`src/rtl/man_engine_sched_pkg.sv`:
```
// Shared types and default widths for the Mandelbrot engine scheduler.
package man_sched_pkg;

   localparam int NENG_DEF = 4;
   localparam int FPW_DEF  = 54;
   localparam int CW_DEF   = 12;
   localparam int AW_DEF   = 19;
   localparam int IW_DEF   = 8;

   typedef enum logic [2:0] {
      S_IDLE,
      S_LOAD,
      S_RUN,
      S_DRAIN,
      S_DONE
   } state_e;

endpackage

```
`src/rtl/man_engine_sched_rr_arbiter.sv`:
```
// Round-robin arbiter: one-hot grant, priority starts just after the last
// granted requester; the pointer moves only on the advance strobe.
module rr_arbiter #(
   parameter int N = 4
) (
   input  logic         clk_i,
   input  logic         rst_i,
   input  logic [N-1:0] req_i,
   input  logic         adv_i,
   output logic [N-1:0] gnt_o
);

   localparam int LW = (N > 1) ? $clog2(N) : 1;

   logic [LW-1:0] last_q;
   logic [LW-1:0] gidx;
   logic [LW-1:0] idx;
   logic          found;

   always_comb begin
      gnt_o = '0;
      gidx  = '0;
      idx   = '0;
      found = 1'b0;
      for (int k = 1; k <= N; k++) begin
         idx = LW'((int'(last_q) + k) % N);
         if (!found && req_i[idx]) begin
            found      = 1'b1;
            gnt_o[idx] = 1'b1;
            gidx       = idx;
         end
      end
   end

   // Reset to the top index so the first grant goes to requester 0.
   always_ff @(posedge clk_i or posedge rst_i) begin
      if (rst_i) begin
         last_q <= LW'(N - 1);
      end else if (adv_i) begin
         last_q <= gidx;
      end
   end

endmodule

```
`src/rtl/man_engine_sched.sv`:
```
// Raster job generator, round-robin dispatch to NENG engines and result merge.
// Optional MAN_SCHED_STATS_EN adds npixels/cycles statistics outputs.
module man_engine_sched
   import man_sched_pkg::*;
#(
   parameter int NENG = NENG_DEF,
   parameter int FPW  = FPW_DEF,
   parameter int CW   = CW_DEF,
   parameter int AW   = AW_DEF,
   parameter int IW   = IW_DEF
) (
   input  logic             man_clk,
   input  logic             man_rst,
   input  logic             clk_en,
   input  logic             init,
   input  logic [CW-1:0]    hres,
   input  logic [CW-1:0]    vres,
   input  logic [FPW-1:0]   man_x0,
   input  logic [FPW-1:0]   man_y0,
   input  logic [FPW-1:0]   man_xs,
   input  logic [FPW-1:0]   man_ys,
   output logic             done,
   output logic [NENG-1:0]  eng_in_vld,
   input  logic [NENG-1:0]  eng_in_rdy,
   output logic [FPW-1:0]   eng_in_x,
   output logic [FPW-1:0]   eng_in_y,
   output logic [AW-1:0]    eng_in_adr,
   input  logic [NENG-1:0]  eng_out_vld,
   output logic [NENG-1:0]  eng_out_rdy,
   input  logic [NENG*IW-1:0] eng_out_dat,
   input  logic [NENG*AW-1:0] eng_out_adr,
   output logic             out_vld,
   input  logic             out_rdy,
   output logic [IW-1:0]    out_dat,
   output logic [AW-1:0]    out_adr
`ifdef MAN_SCHED_STATS_EN
   ,
   output logic [31:0]      npixels,
   output logic [31:0]      cycles
`endif
);

   localparam int OW = $clog2(NENG + 1);

   state_e         state_q, state_d;
   logic           init_q;
   logic           init_edge;
   logic [CW-1:0]  i_q, i_d, j_q, j_d;
   logic [AW-1:0]  adr_q, adr_d;
   logic [FPW-1:0] x_q, x_d, y_q, y_d;
   logic [OW-1:0]  outst_q, outst_d;
   logic           out_vld_q, out_vld_d;
   logic [IW-1:0]  out_dat_q, out_dat_d;
   logic [AW-1:0]  out_adr_q, out_adr_d;
   logic [NENG-1:0] disp_gnt, coll_gnt;
   logic           disp_xfer, coll_xfer, out_hs, last_pix;
   logic [IW-1:0]  sel_dat;
   logic [AW-1:0]  sel_adr;

   assign init_edge   = init & ~init_q;
   assign eng_in_vld  = (state_q == S_RUN) ? disp_gnt : '0;
   assign disp_xfer   = clk_en & (|(eng_in_vld & eng_in_rdy));
   // The slot can take a new result when empty or being drained this cycle.
   assign eng_out_rdy = (!out_vld_q || out_rdy) ? coll_gnt : '0;
   assign coll_xfer   = clk_en & (|(eng_out_rdy & eng_out_vld));
   assign out_hs      = clk_en & out_vld_q & out_rdy;
   assign last_pix    = (i_q == hres - CW'(1)) && (j_q == vres - CW'(1));

   assign eng_in_x   = x_q;
   assign eng_in_y   = y_q;
   assign eng_in_adr = adr_q;
   assign out_vld    = out_vld_q;
   assign out_dat    = out_dat_q;
   assign out_adr    = out_adr_q;
   assign done       = (state_q == S_DONE);

   rr_arbiter #(.N(NENG)) u_disp_arb (
      .clk_i (man_clk),
      .rst_i (man_rst),
      .req_i (eng_in_rdy),
      .adv_i (disp_xfer),
      .gnt_o (disp_gnt)
   );

   rr_arbiter #(.N(NENG)) u_coll_arb (
      .clk_i (man_clk),
      .rst_i (man_rst),
      .req_i (eng_out_vld),
      .adv_i (coll_xfer),
      .gnt_o (coll_gnt)
   );

   always_comb begin
      sel_dat = '0;
      sel_adr = '0;
      for (int k = 0; k < NENG; k++) begin
         if (coll_gnt[k]) begin
            sel_dat = eng_out_dat[k*IW +: IW];
            sel_adr = eng_out_adr[k*AW +: AW];
         end
      end
   end

   always_comb begin
      state_d   = state_q;
      i_d       = i_q;
      j_d       = j_q;
      adr_d     = adr_q;
      x_d       = x_q;
      y_d       = y_q;
      outst_d   = outst_q + OW'(disp_xfer) - OW'(coll_xfer);
      out_vld_d = out_vld_q;
      out_dat_d = out_dat_q;
      out_adr_d = out_adr_q;

      if (out_hs) begin
         out_vld_d = 1'b0;
      end
      if (coll_xfer) begin
         out_vld_d = 1'b1;
         out_dat_d = sel_dat;
         out_adr_d = sel_adr;
      end

      case (state_q)
         S_IDLE, S_DONE: begin
            if (init_edge) state_d = S_LOAD;
         end
         S_LOAD: begin
            i_d     = '0;
            j_d     = '0;
            adr_d   = '0;
            x_d     = man_x0;
            y_d     = man_y0;
            outst_d = '0;
            state_d = (hres == '0 || vres == '0) ? S_DONE : S_RUN;
         end
         S_RUN: begin
            if (disp_xfer) begin
               adr_d = adr_q + AW'(1);
               if (i_q == hres - CW'(1)) begin
                  i_d = '0;
                  x_d = man_x0;
                  j_d = j_q + CW'(1);
                  y_d = y_q - man_ys;
               end else begin
                  i_d = i_q + CW'(1);
                  x_d = x_q + man_xs;
               end
               if (last_pix) state_d = S_DRAIN;
            end
         end
         S_DRAIN: begin
            // Look at next-state values so done rises right after the last handshake.
            if (outst_d == '0 && !out_vld_d) state_d = S_DONE;
         end
         default: state_d = S_IDLE;
      endcase
   end

   always_ff @(posedge man_clk or posedge man_rst) begin
      if (man_rst) begin
         state_q   <= S_IDLE;
         init_q    <= 1'b0;
         i_q       <= '0;
         j_q       <= '0;
         adr_q     <= '0;
         x_q       <= '0;
         y_q       <= '0;
         outst_q   <= '0;
         out_vld_q <= 1'b0;
         out_dat_q <= '0;
         out_adr_q <= '0;
      end else if (clk_en) begin
         state_q   <= state_d;
         init_q    <= init;
         i_q       <= i_d;
         j_q       <= j_d;
         adr_q     <= adr_d;
         x_q       <= x_d;
         y_q       <= y_d;
         outst_q   <= outst_d;
         out_vld_q <= out_vld_d;
         out_dat_q <= out_dat_d;
         out_adr_q <= out_adr_d;
      end
   end

`ifdef MAN_SCHED_STATS_EN
   logic [31:0] npix_q, cyc_q;

   always_ff @(posedge man_clk or posedge man_rst) begin
      if (man_rst) begin
         npix_q <= '0;
         cyc_q  <= '0;
      end else if (clk_en) begin
         if (state_q == S_LOAD) begin
            npix_q <= '0;
            cyc_q  <= '0;
         end else if (state_q == S_RUN || state_q == S_DRAIN) begin
            cyc_q <= cyc_q + 32'd1;
            if (out_hs) npix_q <= npix_q + 32'd1;
         end
      end
   end

   assign npixels = npix_q;
   assign cycles  = cyc_q;
`endif

endmodule

```
`config.mk`:
```
export PLATFORM = sky130hd
export DESIGN_NAME = man_engine_sched
export DESIGN_NICKNAME = d
export VERILOG_FILES = /design/src/rtl/man_engine_sched_pkg.sv /design/src/rtl/man_engine_sched_rr_arbiter.sv /design/src/rtl/man_engine_sched.sv
export SDC_FILE = /design/constraint.sdc
export NUM_CORES = 1
export LEC_CHECK = 0
export ABC_CLOCK_PERIOD_IN_PS = 6300
export BUFFER_PORTS_ARGS = -buffer_cell sky130_fd_sc_hd__buf_2
export CORE_ASPECT_RATIO = 0.9
export CORE_UTILIZATION = 35
export DETAILED_ROUTE_END_ITERATION = 7
export GPL_ROUTABILITY_DRIVEN = 0
export MAX_ROUTING_LAYER = met4
export SYNTH_ARGS = -nofsm -noshare
export SYNTH_HDL_FRONTEND = slang
export SYNTH_SLANG_ARGS = --single-unit
export TNS_END_PERCENT = 5
```
`constraint.sdc`:
```
create_clock -name man_clk -period 6.3 [get_ports man_clk]
set_input_delay 0.63 -clock man_clk [delete_from_list [all_inputs] [get_ports man_clk]]
set_output_delay 0.63 -clock man_clk [all_outputs]
set_load 0.03 [all_outputs]
```
==> results of run 1 <==
==> logic make-up (layout without fill, tap and decap cells) <==
family                   Yosys count  after routing
AO/OA/AOI/OAI                    759            759
AND/OR/NAND/NOR                  705            705
buffers and inverters            236            689
flip-flops                       190            190
XOR/XNOR                         143            143
adder cells (fa/ha/maj)          133            133
multiplexers                      37             37
other                              0             19
==> routing by layer <==
metal	up-vias	wire, µm	share of wire [%]	GRT usage [%]
li1	8903	-	-	-
met3	86	4306	6.7	5.596
met1	8784	27800	44	31.31
met5	-	0	0	-
met4	0	1893	3.0	10.23
met2	686	29900	47	41.60
==> area by class of cell <==
| class | instances | area [µm²] |
|---|---|---|
| Timing Repair Buffer | 541 | 2763 |
| Multi-Input combinational cell | 1777 | 11550 |
| Sequential cell | 190 | 4760 |
| Clock inverter | 12 | 157.7 |
| Antenna cell | 19 | 47.55 |
| Clock buffer | 20 | 466.7 |
| Tap cell | 624 | 780.7 |
| Inverter | 116 | 442.9 |
| Fill cell | 4928 | 27240 |
==> layout by cell type, fill, tap and decap left out, types with 15 or more instances in the layout <==
cell | netlist | layout
dfrtp_1 | 186 | 186
inv_1 | 115 | 114
a211oi_1 | 45 | 45
clkbuf_16 | 0 | 17
a21oi_1 | 242 | 241
nor2b_1 | 18 | 18
o211ai_1 | 19 | 19
o21ai_0 | 149 | 149
and3_1 | 30 | 30
nor2_1 | 233 | 232
a31oi_1 | 42 | 42
buf_2 | 17 | 524
or3_1 | 18 | 18
o21bai_1 | 26 | 26
a22oi_1 | 42 | 42
nand2_1 | 203 | 201
ha_1 | 130 | 130
nand4_1 | 25 | 25
mux2i_1 | 23 | 23
xnor2_1 | 69 | 69
a21o_1 | 58 | 57
buf_4 | 1 | 16
diode_2 | 0 | 19
nor3_1 | 38 | 38
nand3_1 | 48 | 48
xor2_1 | 74 | 74
o21a_1 | 16 | 15
==> per-stage QoR <==
step	utilization (%)	hold WS [ns]
after detailed placement	42.11	0.4865
final	43.50	0.2645
after global placement	42.11	0.4809
after CTS	43.40	0.2871
after global routing	43.50	0.3133
after floorplan	-	0.4716
==> Yosys cell counts, types with 11 or more instances <==
| library cell | instances | area, µm² |
|---|---|---|
| nand2_1 | 203 | 762.0 |
| clkbuf_1 | 91 | 341.6 |
| a21o_1 | 58 | 435.4 |
| o21bai_1 | 26 | 195.2 |
| dfrtp_1 | 186 | 4654 |
| o31ai_1 | 11 | 82.58 |
| ha_1 | 130 | 1627 |
| a311oi_1 | 11 | 96.34 |
| a21oi_1 | 242 | 1211 |
| buf_2 | 17 | 85.08 |
| a211oi_1 | 45 | 337.8 |
| nand3_1 | 48 | 240.2 |
| o211ai_1 | 19 | 142.6 |
| xor2_1 | 74 | 648.1 |
| and3_1 | 30 | 187.7 |
| o21a_1 | 16 | 120.1 |
| nor2b_1 | 18 | 112.6 |
| xnor2_1 | 69 | 604.3 |
| o21ai_0 | 149 | 745.7 |
| a31oi_1 | 42 | 262.8 |
| nor3_1 | 38 | 190.2 |
| or3_1 | 18 | 112.6 |
| inv_1 | 115 | 431.7 |
| nor2_1 | 233 | 874.6 |
| a22oi_1 | 42 | 315.3 |
| nand4_1 | 25 | 156.4 |
| o22ai_1 | 13 | 81.33 |
| and2_1 | 13 | 81.33 |
| mux2i_1 | 23 | 230.2 |
| a221o_1 | 12 | 120.1 |
| nand2b_1 | 14 | 87.58 |
==> worst reg2reg max path, cell delays in order (launching register included) <==
cell and delay [ns]:
dfstp_2 0.68, inv_1 0.22, ha_1 0.47, mux4_2 0.43
nand2_1 0.13, a21boi_0 0.08, o41ai_1 0.53, a41oi_2 0.34
nand2_1 0.24, ha_1 0.26, inv_1 0.06, ha_1 0.13
inv_1 0.05, fa_1 0.37, xor2_1 0.26, xnor2_1 0.15
nand4b_1 0.17, a32oi_1 0.25, nand2_1 0.06
==> power groups by stage <==
stage	clock network [µW]	registers [µW]	logic [µW]
after floorplan	0	2870	4650
after global placement	0	2180	7260
after CTS	1260	2170	7400
final	1220	2180	7440
after global routing	1290	2230	8150
after detailed placement	0	2190	7360
==> sequential cells by signal (all words and copies together) (netlist names), 3 cells and up <==
signal,cells
eng_in_x,54
i_q,12
state_q,3
eng_in_adr,19
eng_in_y,54
out_adr,19
outst_q,3
j_q,12
out_dat,8
==> how the worst max path moves through the flow <==
| stage | from | to | slack [ns] | cells after the start |
|---|---|---|---|---|
| after global routing | u_disp_arb.last_q[0] | state_q[1] | 0.93 | 18 |
| after detailed placement | u_disp_arb.last_q[0] | state_q[1] | 1.29 | 18 |
| final | u_disp_arb.last_q[0] | state_q[0] | 1.30 | 18 |
| after floorplan | man_rst | eng_in_adr[0] | 0.51 | 1 |
| after CTS | u_disp_arb.last_q[0] | state_q[0] | 1.27 | 18 |
| after global placement | u_disp_arb.last_q[0] | state_q[0] | 1.49 | 18 |
==> results, run 1 <==
- Summed over all failing endpoints, the final setup total negative slack is 0 ns.
- The arrival time at the worst endpoint is around 5.4 ns.
- between 500 and 600 I/O pins were placed.
- Summing every instance area after synthesis gives approximately 17000 µm².
- Counting flops with an async set or reset pin after synthesis yields a share of 100.0%.
- The first-pass GRT wire length is about 100000 µm.
- The CTS H-tree depth is 4.
- The clock slew seen by the registers of the worst setup and hold paths is around 0.070 ns.
- The distinct cell type count after synthesis is between 80 and 90.
- Subtracting the final worst setup slack from the clock period gives approximately 5 ns.
- After synthesis, the share of cell area in mux cells is under 10%.
- In this run, placement finished with an instance count of about 3200.
- For this run, the detailed router's first-pass iteration total came to 6.
- The floorplan row count is 76.
- The slowest library cell on the worst path is dfstp_2.
- For this block, the via count after detailed routing is around 18000.
- The share of synthesized cell area in full adder, half adder and majority cells is roughly a tenth.
- The initial cell density of the core is between 30% and 40%.
- The count of flip-flops with a built-in enable after synthesis is 0.
- The maximum fanout encountered on the critical timing path is 13.
- In this run the static leakage power is 0.01015 µW.
- The routed wire length is 63890 µm.
- The initial detailed-routing violation count is around 1400.
- The floorplan step defined a die boundary enclosing roughly 50000 µm².
- Relative to the synthesized area, the layout overhead comes to 21.94%.
- The critical path is of the reg2reg type.
- The power dissipated by switching net loads is 5808 µW.
- Derived from the worst setup path, the maximum achievable clock frequency is around 200 MHz.
- The main combinational cell family by area after synthesis is compound AO/OA/AOI/OAI gates.
- The critical path goes through inv_1 > ha_1 > mux4_2 > nand2_1 > a21boi_0 > o41ai_1 > a41oi_2 > nand2_1 > ha_1 > inv_1 > ha_1 > inv_1 > fa_1 > xor2_1 > xnor2_1 > nand4b_1 > a32oi_1 > nand2_1.
- Broken down by cell family, the worst path's largest delay share belongs to adder cells.
- For this run, design rule violations remaining after detail routing come to 0.
- The number of nets in the finished design is between 3000 and 4000.
- The area share of and/or/nand/nor cells after synthesis is between 15 and 20%.
- The worst-case setup margin in the final layout is approximately 1.3 ns.
- The launch instance of the worst register-to-register path is u_disp_arb.last_q[0].
- CTS saw between 150 and 200 sinks.
- Counting both buffers and inverters, the worst setup path holds a total of 3.
- Using the TritonRoute via totals, the vias-per-cell ratio works out to approximately 5.6.
- The total design power is about 11000 µW.
- The setup slack on the worst flop-to-flop path is ~1.3 ns.
- In this run, CTS created clock tree buffers numbering 17.
- Of the total synthesized cell area, the portion taken by XOR and XNOR cells is ~7.3%.
- Dividing total power by cell area gives a power density of ~520 nW/µm².
- The tree is rooted in a clkbuf_16.
- The maximum clock insertion buffer count is 2.
- For this run, the number of Yosys warnings is 0.
- Setup repair after global routing left no endpoint under its margin.
- The minimum setup slack after placement is between 1 and 1.5 ns.
- Dividing the detail-routed wire length by the instance count gives between 15 and 20 µm.
- Counting cells, the worst reg-to-reg path comes to 18.
- The maximum ir drop on the vdd rail is approximately 0.00028 V.
- The maximum single-stage delay on the critical path is roughly 0.68 ns.
- The number of synthesized register bits is 190.
- For the pin with the worst max-slew slack, the measured transition is ~1.3 ns.
- Global routing consumed, over all layers together, approximately a quarter of the routing resources.
- The launching element type of the critical path is a register.
- In this run, flip-flops and latches consume between 20% and 30% of the power.
- The post-route netlist has 23.72% of its cells at a drive strength greater than 1.
- Data on the critical path is required at its endpoint by roughly 6.7 ns.
- For this run, the register share of the synthesized area comes to around 28%.
- After routing the design area is between 20000 and 25000 µm².
- Across the run, the number of max-cap violations was 0.
- The total area inside the core boundary comes to about 48000 µm².
- Entering global routing, the biggest net connects between 100 and 150 pins.
- Combinational cells account for between 60% and 70% of the total power.
- The most instantiated flip-flop cell in the synthesis netlist is dfrtp_1.
- The max-slew violation count is 0.
- In this run the vertical extent of the chip is ~210 µm.
- The path class of the lowest-slack min-delay path is in2async.
- The source-to-sink clock delay at the later pin of the worst-skew pair is between 0.5 and 0.6 ns.
- The initial antenna violation count is 20.
- Synthesis produced a netlist whose cell count is approximately 2200.
- The average footprint of a synthesized cell is slightly below 8 µm².
- The worst register-to-register path ends at state_q[0].
- The die boundary width is ~240 µm.
- The final period utilization is around 80%.
- The worst clock skew on the final layout is about 0.009 ns.
- The cell area reported after detailed placement is roughly 20000 µm².
- The via count of the first global-routing pass is 17485.
- The portion of total power attributed to the clock network is a little under an eighth.
- Cell internal power was estimated by the tool at 5036 µW.
- The hold violation count in the final report is 0.
- Buffers inserted to repair hold after CTS numbered 0.
- The count of placed standard cells in the final layout, fillers left out is between 3000 and 4000.
- The proportion of total power due to net switching is 53.56%.
- STA classifies the critical path endpoint as a register.
- The number of resized instances in the post-cts repair step is 0.
- During placement, the flow inserted port buffers numbering ~520.
- For this run the aggregate overflow at the end of global routing stands at 0.
- The run finished with clean final reports.
- The CTS tree is built.
- The total of endpoints with negative setup slack in the final report is 0.
- The post-CTS setup-driven buffer insertion count is 0.
- Measured against its own limit, the worst slew margin works out to 12.39%.
- The half-perimeter wire length of the detailed placement result is ~50000 µm.
- The net count after synthesis is 2697.
- The synthesized netlist devotes 27.86% of its cell area to compound gates.
- The number of nets still failing antenna checks after routing is 0.
Power figures use the tool's default switching activity.
==> run 2, diff against run 1 <==
--- a/config.mk
+++ b/config.mk
@@ -5,7 +5,7 @@
 export SDC_FILE = /design/constraint.sdc
 export NUM_CORES = 1
 export LEC_CHECK = 0
-export ABC_CLOCK_PERIOD_IN_PS = 6300
+export ABC_CLOCK_PERIOD_IN_PS = 5200
 export BUFFER_PORTS_ARGS = -buffer_cell sky130_fd_sc_hd__buf_2
 export CORE_ASPECT_RATIO = 0.9
 export CORE_UTILIZATION = 35
==> constraint.sdc (replaced) <==
create_clock -name man_clk -period 5.2 [get_ports man_clk]
set_input_delay 0.52 -clock man_clk [delete_from_list [all_inputs] [get_ports man_clk]]
set_output_delay 0.52 -clock man_clk [all_outputs]
set_load 0.03 [all_outputs]
==> run 2 against run 1 <==
Register-to-register slack got worse by 0.90 ns; design area rose by 0.45%; largest power group unchanged; total power rose by 22%; flip-flop and latch count did not move; worst setup slack got worse by 0.90 ns.
==> results, run 2 (synthesis results as in run 1) <==
- The hold violation count in the final report is 0 (unchanged).
- The total clock buffers created by CTS is 17 (unchanged).
- The power dissipated by switching net loads is 7028 µW (was 5808 µW).
- The clock slew seen by the registers of the worst setup and hold paths is 0.08 ns (was 0.07 ns).
- The routed wire length is 63590 µm (was 63890 µm).
- The setup TNS came to 0 ns (unchanged).
- The met1 capacity usage during global routing came to 29.97% (was 31.31%).
- The floorplan row count came to 76 (unchanged).
- The initial antenna violation count is 28 (was 20).
- The count of clock tree sinks came to 190 (unchanged).
- The die boundary width was 235.7 µm (unchanged).
- The overall global routing resource usage came to 25.65% (was 25.75%).
- The floorplan die height came to 212.3 µm (unchanged).
- The source-to-sink clock delay at the later pin of the worst-skew pair is 0.51 ns (about the same).
- The time the final worst path needs with I/O delays and setup came to 4.799 ns (was 5.002 ns).
- The maximum ir drop on the vdd rail is 0.0003082 V (was 0.0002763 V).
- The met3 usage is 6.998% (was 5.596%).
- The worst clock skew on the final layout is 0.01383 ns (was 0.008949 ns).
- The path class of the lowest-slack min-delay path is in2async (unchanged).
- The worst endpoint required time was 5.57 ns (was 6.69 ns).
- The number of nets still failing antenna checks after routing was 0 (unchanged).
- Highest-count cells in the layout ignoring fill and taps: 524 x buf_2, 241 x a21oi_1, 232 x nor2_1 (unchanged).
- The CTS H-tree depth was 4 (unchanged).
- The number of nets in the finished design is 3141 (was 3137).
- The layer carrying the most global-route usage is met2 (unchanged).
- The combinational cell fraction of total power was 68.7% (about the same).
- The initial cell density of the core is 35.67% (unchanged).
- The power per standard cell area is 626.0 nW/µm² (was 517.0 nW/µm²).
- The total iterations of the first detailed-routing run was 5 (was 6).
- The maximum clock insertion buffer count was 2 (unchanged).
- The maximum fanout encountered on the critical timing path is 14 (was 13).
- The kind of end point of the critical path is a register (unchanged).
- The kind of critical path is reg2reg (unchanged).
- The final-layout worst hold slack is 0.2058 ns (was 0.2645 ns).
- The fraction of final layout cells sized beyond drive strength 1 came to 23.84% (was 23.72%).
- The actual slew at the worst max-slew pin is 0.9807 ns (was 1.304 ns).
- The arrival time at the worst endpoint came to 5.17 ns (was 5.39 ns).
- The internal power is 6160 µW (was 5036 µW).
- The pin count of the biggest net entering global routing is 96 (was 101).
- The leftover overflow at the end of global routing was 0 (unchanged).
- The via count of the first global-routing pass is 17652 (was 17485).
- The ratio of routed vias to standard cells was 5.538 (was 5.595).
- The die area is 50030 µm² (unchanged).
- Setup repair after global routing missed its margin: false (unchanged).
- The highest clock frequency the design can meet is 208.4 MHz (was 199.9 MHz).
- The total via count in the routed design is 18343 (was 18459).
- The area overhead of the layout relative to synthesis is 22.50% (was 21.94%).
- The half-perimeter wire length of the detailed placement result is 49430 µm (was 49900 µm).
- The number of placed instances, taps included is 3250 (was 3248).
- The portion of total power attributed to the clock network is 11.4% (was 11.3%).
- The I/O pin total is 525 (unchanged).
- The share of power burned in registers was 19.9% (was 20.1%).
- The number of remaining DRC errors is 0 (unchanged).
- The final period utilization was 92.30% (was 79.39%).
- The total of endpoints with negative setup slack in the final report is 0 (unchanged).
- The max-slew violation count came to 0 (unchanged).
- The headroom to the max-slew limit is 34.12% (was 12.39%).
- The number of max-capacitance violations reported is 0 (unchanged).
- The CTS tree was built (unchanged).
- The leading cell type in the layout, fill and taps excluded is buf_2 (unchanged).
- The core region area is 48210 µm² (unchanged).
- The proportion of total power due to net switching is 53.29% (was 53.56%).
- Outcome: completed (unchanged).
- The root buffer cell is clkbuf_16 (unchanged).
- The launching element type of the critical path was a register (unchanged).
- The number of I/O port buffers is 524 (unchanged).
- The final routed wire length divided by cell count was 19.20 µm (was 19.37 µm).
- The initial detailed-routing violation count was 1265 (was 1435).
- The reported leakage power was 0.01018 µW (was 0.01015 µW).
- The global routing met2 resource utilization was 41.54% (was 41.60%).
- The count of placed standard cells in the final layout, fillers left out is 3312 (was 3299).
- The first-pass GRT wire length is 97440 µm (was 97610 µm).
-- run 2: changes by cell type in the layout (fill, tap and decap cells not counted), sizes merged --
cell,delta
buf,+4
clkbuf,-2
inv,-2
diode,+10
clkinv,+2
bufinv,+1
-- run 2: layout make-up --
| cell class | count | area (µm²) |
|---|---|---|
| clock buffers | 18 | 439.2 |
| fillers | 4936 | 27140 |
| clock inverters | 13 | 188.9 |
| inverters | 116 | 439.2 |
| well taps | 624 | 780.7 |
| multi-input cells | 1777 | 11560 |
| diodes | 29 | 72.57 |
| repair buffers | 545 | 2830 |
| flip-flops and latches | 190 | 4760 |
-- run 2: path summary, 6_finish.rpt --
kind,to,depth (start not counted),startpoint,slack (ns)
worst min register to register,eng_in_x[20],2,eng_in_x[20],0.51
worst min-delay path,out_dat[7],2,man_rst,0.21
max in group asynchronous,eng_in_y[28],3,man_rst,3.66
worst max-delay path,state_q[1],18,u_disp_arb.last_q[1],0.40
min in group man_clk,eng_in_x[44],3,man_x0[44],0.24
worst max register to register,state_q[1],18,u_disp_arb.last_q[1],0.40
-- run 2: stage by stage --
stage	worst slack, ns	power (µW)	cell area [µm²]	util [%]
finish	0.4005	13190	21070	43.70
global route	0.02064	14210	21060	43.69
CTS	0.3398	13170	20980	43.51
detailed placement	0.3503	11580	20350	42.21
global placement	0.5144	11450	20350	42.21
floorplan	0.4968	9111	17200	-
-- run 2: timing repair --
action                     in CTS  in global routing
hold buffers                    0                  0
setup endpoints to repair       0                  2
setup buffers                   0                  2
gates resized for setup         0                  1
-- run 2: routing by layer --
layer / share of wire, % / routed length, µm
met5: 0 / 0
met4: 3.1 / 1982
met3: 8.0 / 5103
met2: 47 / 30110
met1: 42 / 26400
-- run 2: critical path: stages (launching register included) --
cell,delay (ns)
dfstp_2,0.67
inv_1,0.16
ha_2,0.43
mux2_2,0.37
mux2_2,0.38
and3_1,0.22
a31oi_1,0.17
a41oi_2,0.27
nand2_1,0.24
ha_1,0.25
inv_1,0.07
ha_1,0.14
inv_1,0.05
fa_1,0.37
xor2_1,0.25
xnor2_1,0.15
nand4b_1,0.16
o21ai_0,0.19
o211ai_1,0.12
-- run 2: power groups by stage --
stage,registers [µW],clock network [µW],logic [µW]
4_1_cts,2620,1560,8990
5_1_grt,2690,1600,9920
3_5_place_dp,2640,0,8940
3_3_place_gp,2630,0,8820
2_1_floorplan,3480,0,5630
6_report,2620,1500,9070
==> run 3, diff against run 2 <==
--- a/config.mk
+++ b/config.mk
@@ -12,6 +12,7 @@
 export DETAILED_ROUTE_END_ITERATION = 7
 export GPL_ROUTABILITY_DRIVEN = 0
 export MAX_ROUTING_LAYER = met4
+export PLACE_DENSITY = 0.59
 export SYNTH_ARGS = -nofsm -noshare
 export SYNTH_HDL_FRONTEND = slang
 export SYNTH_SLANG_ARGS = --single-unit
==> run 3 against run 2 <==
Fmax fell by 0.50%; design area fell by 0.15%; clock power fell by 4%; flip-flop and latch count did not move; highest routed layer unchanged; cell count barely moved; non-clock buffer count rose by 3; total power fell by 0.53%.
==> results, run 3 (synthesis results as in run 1) <==
- The number of resized instances in the post-cts repair step came to 0 (unchanged).
- The slowest library cell on the worst path is dfstp_2 (unchanged).
- The actual slew at the worst max-slew pin came to 0.9885 ns (was 0.9807 ns).
- The fraction of final layout cells sized beyond drive strength 1 was 23.82% (was 23.84%).
- The portion of total power attributed to the clock network came to 11.0% (was 11.4%).
- The CTS H-tree depth is 4 (unchanged).
- The flip-flop and latch area is 4760 µm² (unchanged).
- The area overhead of the layout relative to synthesis is 22.31% (was 22.50%).
- The overall global routing resource usage is 25.43% (was 25.65%).
- The highest clock frequency the design can meet is 207.3 MHz (was 208.4 MHz).
- The combinational cell fraction of total power came to 69.0% (was 68.7%).
- The worst-case setup margin in the final layout is 0.3765 ns (was 0.4005 ns).
- The kind of end point of the critical path is a register (unchanged).
- The worst clock skew on the final layout is 0.01594 ns (was 0.01383 ns).
- The setup TNS is 0 ns (unchanged).
- The leftover overflow at the end of global routing is 0 (unchanged).
- The I/O pin total is 525 (unchanged).
- The dominant delay contributor by cell family on the critical path was adder cells (unchanged).
- The arrival time at the worst endpoint is 5.21 ns (was 5.17 ns).
- The total via count in the routed design is 18426 (was 18343).
- The power per standard cell area is 623.6 nW/µm² (was 626.0 nW/µm²).
- The floorplan row count is 76 (unchanged).
- The core region area came to 48210 µm² (unchanged).
- The die area came to 50030 µm² (unchanged).
- The half-perimeter wire length of the detailed placement result is 49540 µm (was 49430 µm).
- The worst endpoint required time is 5.58 ns (was 5.57 ns).
- Outcome: completed (unchanged).
- The headroom to the max-slew limit is 33.59% (was 34.12%).
- The share of power burned in registers is 20.1% (was 19.9%).
- The total of fill cells in the finished design was 4949 (was 4936).
- The total clock buffers created by CTS is 17 (unchanged).
- The reported leakage power is 0.01018 µW (about the same).
- The internal power is 6112 µW (was 6160 µW).
- The CTS tree is built (unchanged).
- The via count of the first global-routing pass is 17637 (was 17652).
- The maximum fanout encountered on the critical timing path was 14 (unchanged).
- The initial antenna violation count is 24 (was 28).
- The number of remaining DRC errors is 0 (unchanged).
- The maximum ir drop on the vdd rail is 0.0004518 V (was 0.0003082 V).
- The floorplan die height is 212.3 µm (unchanged).
- The max-slew violation count is 0 (unchanged).
- The total iterations of the first detailed-routing run is 6 (was 5).
- The proportion of total power due to net switching is 53.41% (was 53.29%).
- The final routed wire length divided by cell count is 19.05 µm (was 19.20 µm).
- The path class of the lowest-slack min-delay path was in2async (unchanged).
- The clock slew seen by the registers of the worst setup and hold paths came to 0.08 ns (about the same).
- The minimum setup slack after placement came to 0.2484 ns (was 0.3503 ns).
- The total of endpoints with negative setup slack in the final report is 0 (unchanged).
- The number of I/O port buffers was 524 (unchanged).
- The initial detailed-routing violation count is 1292 (was 1265).
- The number of max-capacitance violations reported came to 0 (unchanged).
- The root buffer cell is clkbuf_16 (unchanged).
- The footprint of the multi-input gates came to 11550 µm² (was 11560 µm²).
- The ratio of routed vias to standard cells was 5.565 (was 5.538).
- The leading cell type in the layout, fill and taps excluded is buf_2 (unchanged).
- The initial cell density of the core is 35.67% (unchanged).
- The kind of critical path was reg2reg (unchanged).
- The time the final worst path needs with I/O delays and setup is 4.824 ns (was 4.799 ns).
- The count of buffer and inverter cells on the critical path is 3 (unchanged).
- The number of nets in the finished design came to 3144 (was 3141).
- Highest-count cells in the layout ignoring fill and taps: 524 x buf_2, 241 x a21oi_1, 232 x nor2_1 (unchanged).
- The count of clock tree sinks is 190 (unchanged).
- The hold violation count in the final report was 0 (unchanged).
- The pin count of the biggest net entering global routing is 95 (was 96).
- The maximum single-stage delay on the critical path is 0.68 ns (was 0.67 ns).
- The routed wire length came to 63060 µm (was 63590 µm).
- The number of nets still failing antenna checks after routing came to 0 (unchanged).
- CP Cell Sequence: inv_1 > ha_1 > mux2_2 > mux2_2 > and3_1 > a31oi_1 > a41oi_2 > nand2_1 > ha_1 > inv_1 > ha_1 > inv_1 > fa_1 > xor2_1 > xnor2_1 > nand4b_1 > a32oi_1 > nand2_1 (was inv_1 > ha_2 > mux2_2 > mux2_2 > and3_1 > a31oi_1 > a41oi_2 > nand2_1 > ha_1 > inv_1 > ha_1 > inv_1 > fa_1 > xor2_1 > xnor2_1 > nand4b_1 > o21ai_0 > o211ai_1).
- The launching element type of the critical path is a register (unchanged).
- The die boundary width is 235.7 µm (unchanged).
- Setup repair after global routing missed its margin: false (unchanged).
- The source-to-sink clock delay at the later pin of the worst-skew pair is 0.50 ns (was 0.51 ns).
- The first-pass GRT wire length came to 97140 µm (was 97440 µm).
- The final period utilization is 92.76% (was 92.30%).
- The maximum clock insertion buffer count is 2 (unchanged).
- The power dissipated by switching net loads is 7006 µW (was 7028 µW).
==> run 3: changes by cell type in the layout (fill, tap and decap cells not counted), sizes merged <==
cell / before / now
inv: 117 / 116
buf: 545 / 548
clkinvlp: 3 / 2
diode: 29 / 25
bufinv: 4 / 3
clkbuf: 18 / 21
==> run 3: worst register-to-register path: stages, from the launching register on <==
cell and delay, ns:
dfstp_2 0.68, inv_1 0.22, ha_1 0.46, mux2_2 0.39, mux2_2 0.38, and3_1 0.22
a31oi_1 0.17, a41oi_2 0.17, nand2_1 0.20, ha_1 0.26, inv_1 0.07, ha_1 0.15
inv_1 0.05, fa_1 0.37, xor2_1 0.26, xnor2_1 0.17, nand4b_1 0.19, a32oi_1 0.25
nand2_1 0.07
==> run 3: power groups by stage <==
| stage | combinational [µW] | clock (µW) | sequential, µW |
|---|---|---|---|
| 2_1_floorplan | 5630 | 0 | 3480 |
| 3_3_place_gp | 8840 | 0 | 2630 |
| 3_5_place_dp | 8960 | 0 | 2650 |
| 4_1_cts | 9010 | 1490 | 2630 |
| 5_1_grt | 9940 | 1530 | 2710 |
| 6_report | 9050 | 1440 | 2630 |
==> run 3: path summary, 6_finish.rpt <==
kind	slack, ns	depth (start not counted)	endpoint	startpoint
setup / recovery	0.38	18	state_q[0]	u_disp_arb.last_q[0]
hold / removal	0.14	2	eng_in_x[46]	man_rst
setup reg to reg	0.38	18	state_q[0]	u_disp_arb.last_q[0]
hold reg to reg	0.50	1	init_q	init_q
max in group asynchronous	3.98	3	eng_in_y[46]	man_rst
min in group man_clk	0.24	3	eng_in_x[44]	man_x0[44]
==> run 3: stage by stage <==
step	std cells	cell area (µm²)	utilization [%]	hold slack (ns)	power, µW
floorplan	2203	17200	-	0.4716	9111
global placement	3254	20370	42.24	0.4815	11480
detailed placement	3254	20370	42.24	0.4871	11600
CTS	3285	20970	43.49	0.1324	13130
global route	3310	21030	43.63	0.1780	14180
finish	3311	21040	43.63	0.1408	13120
==> run 3: routing by layer <==
| layer | GRT usage, % | up-vias | wire length, µm |
|---|---|---|---|
| met1 | 30.60 | 8756 | 27260 |
| li1 | - | 8922 | - |
| met2 | 41.17 | 659 | 29680 |
| met5 | - | - | 0 |
| met3 | 6.219 | 89 | 4391 |
| met4 | 9.669 | 0 | 1730 |
==> run 3: area by class of cell <==
class	count	area share [%]
antenna	25	0.2974
tap	624	3.712
clock inverter	10	0.6602
sequential	190	22.63
inverter	116	2.088
timing repair buffer	548	13.50
multi-input combinational	1777	54.93
clock buffer	21	2.189
==> run 3: what timing repair did <==
item                       4_1_cts  5_1_grt
setup endpoints to repair        0        2
buffers inserted                 0        1
hold buffers                     0        0
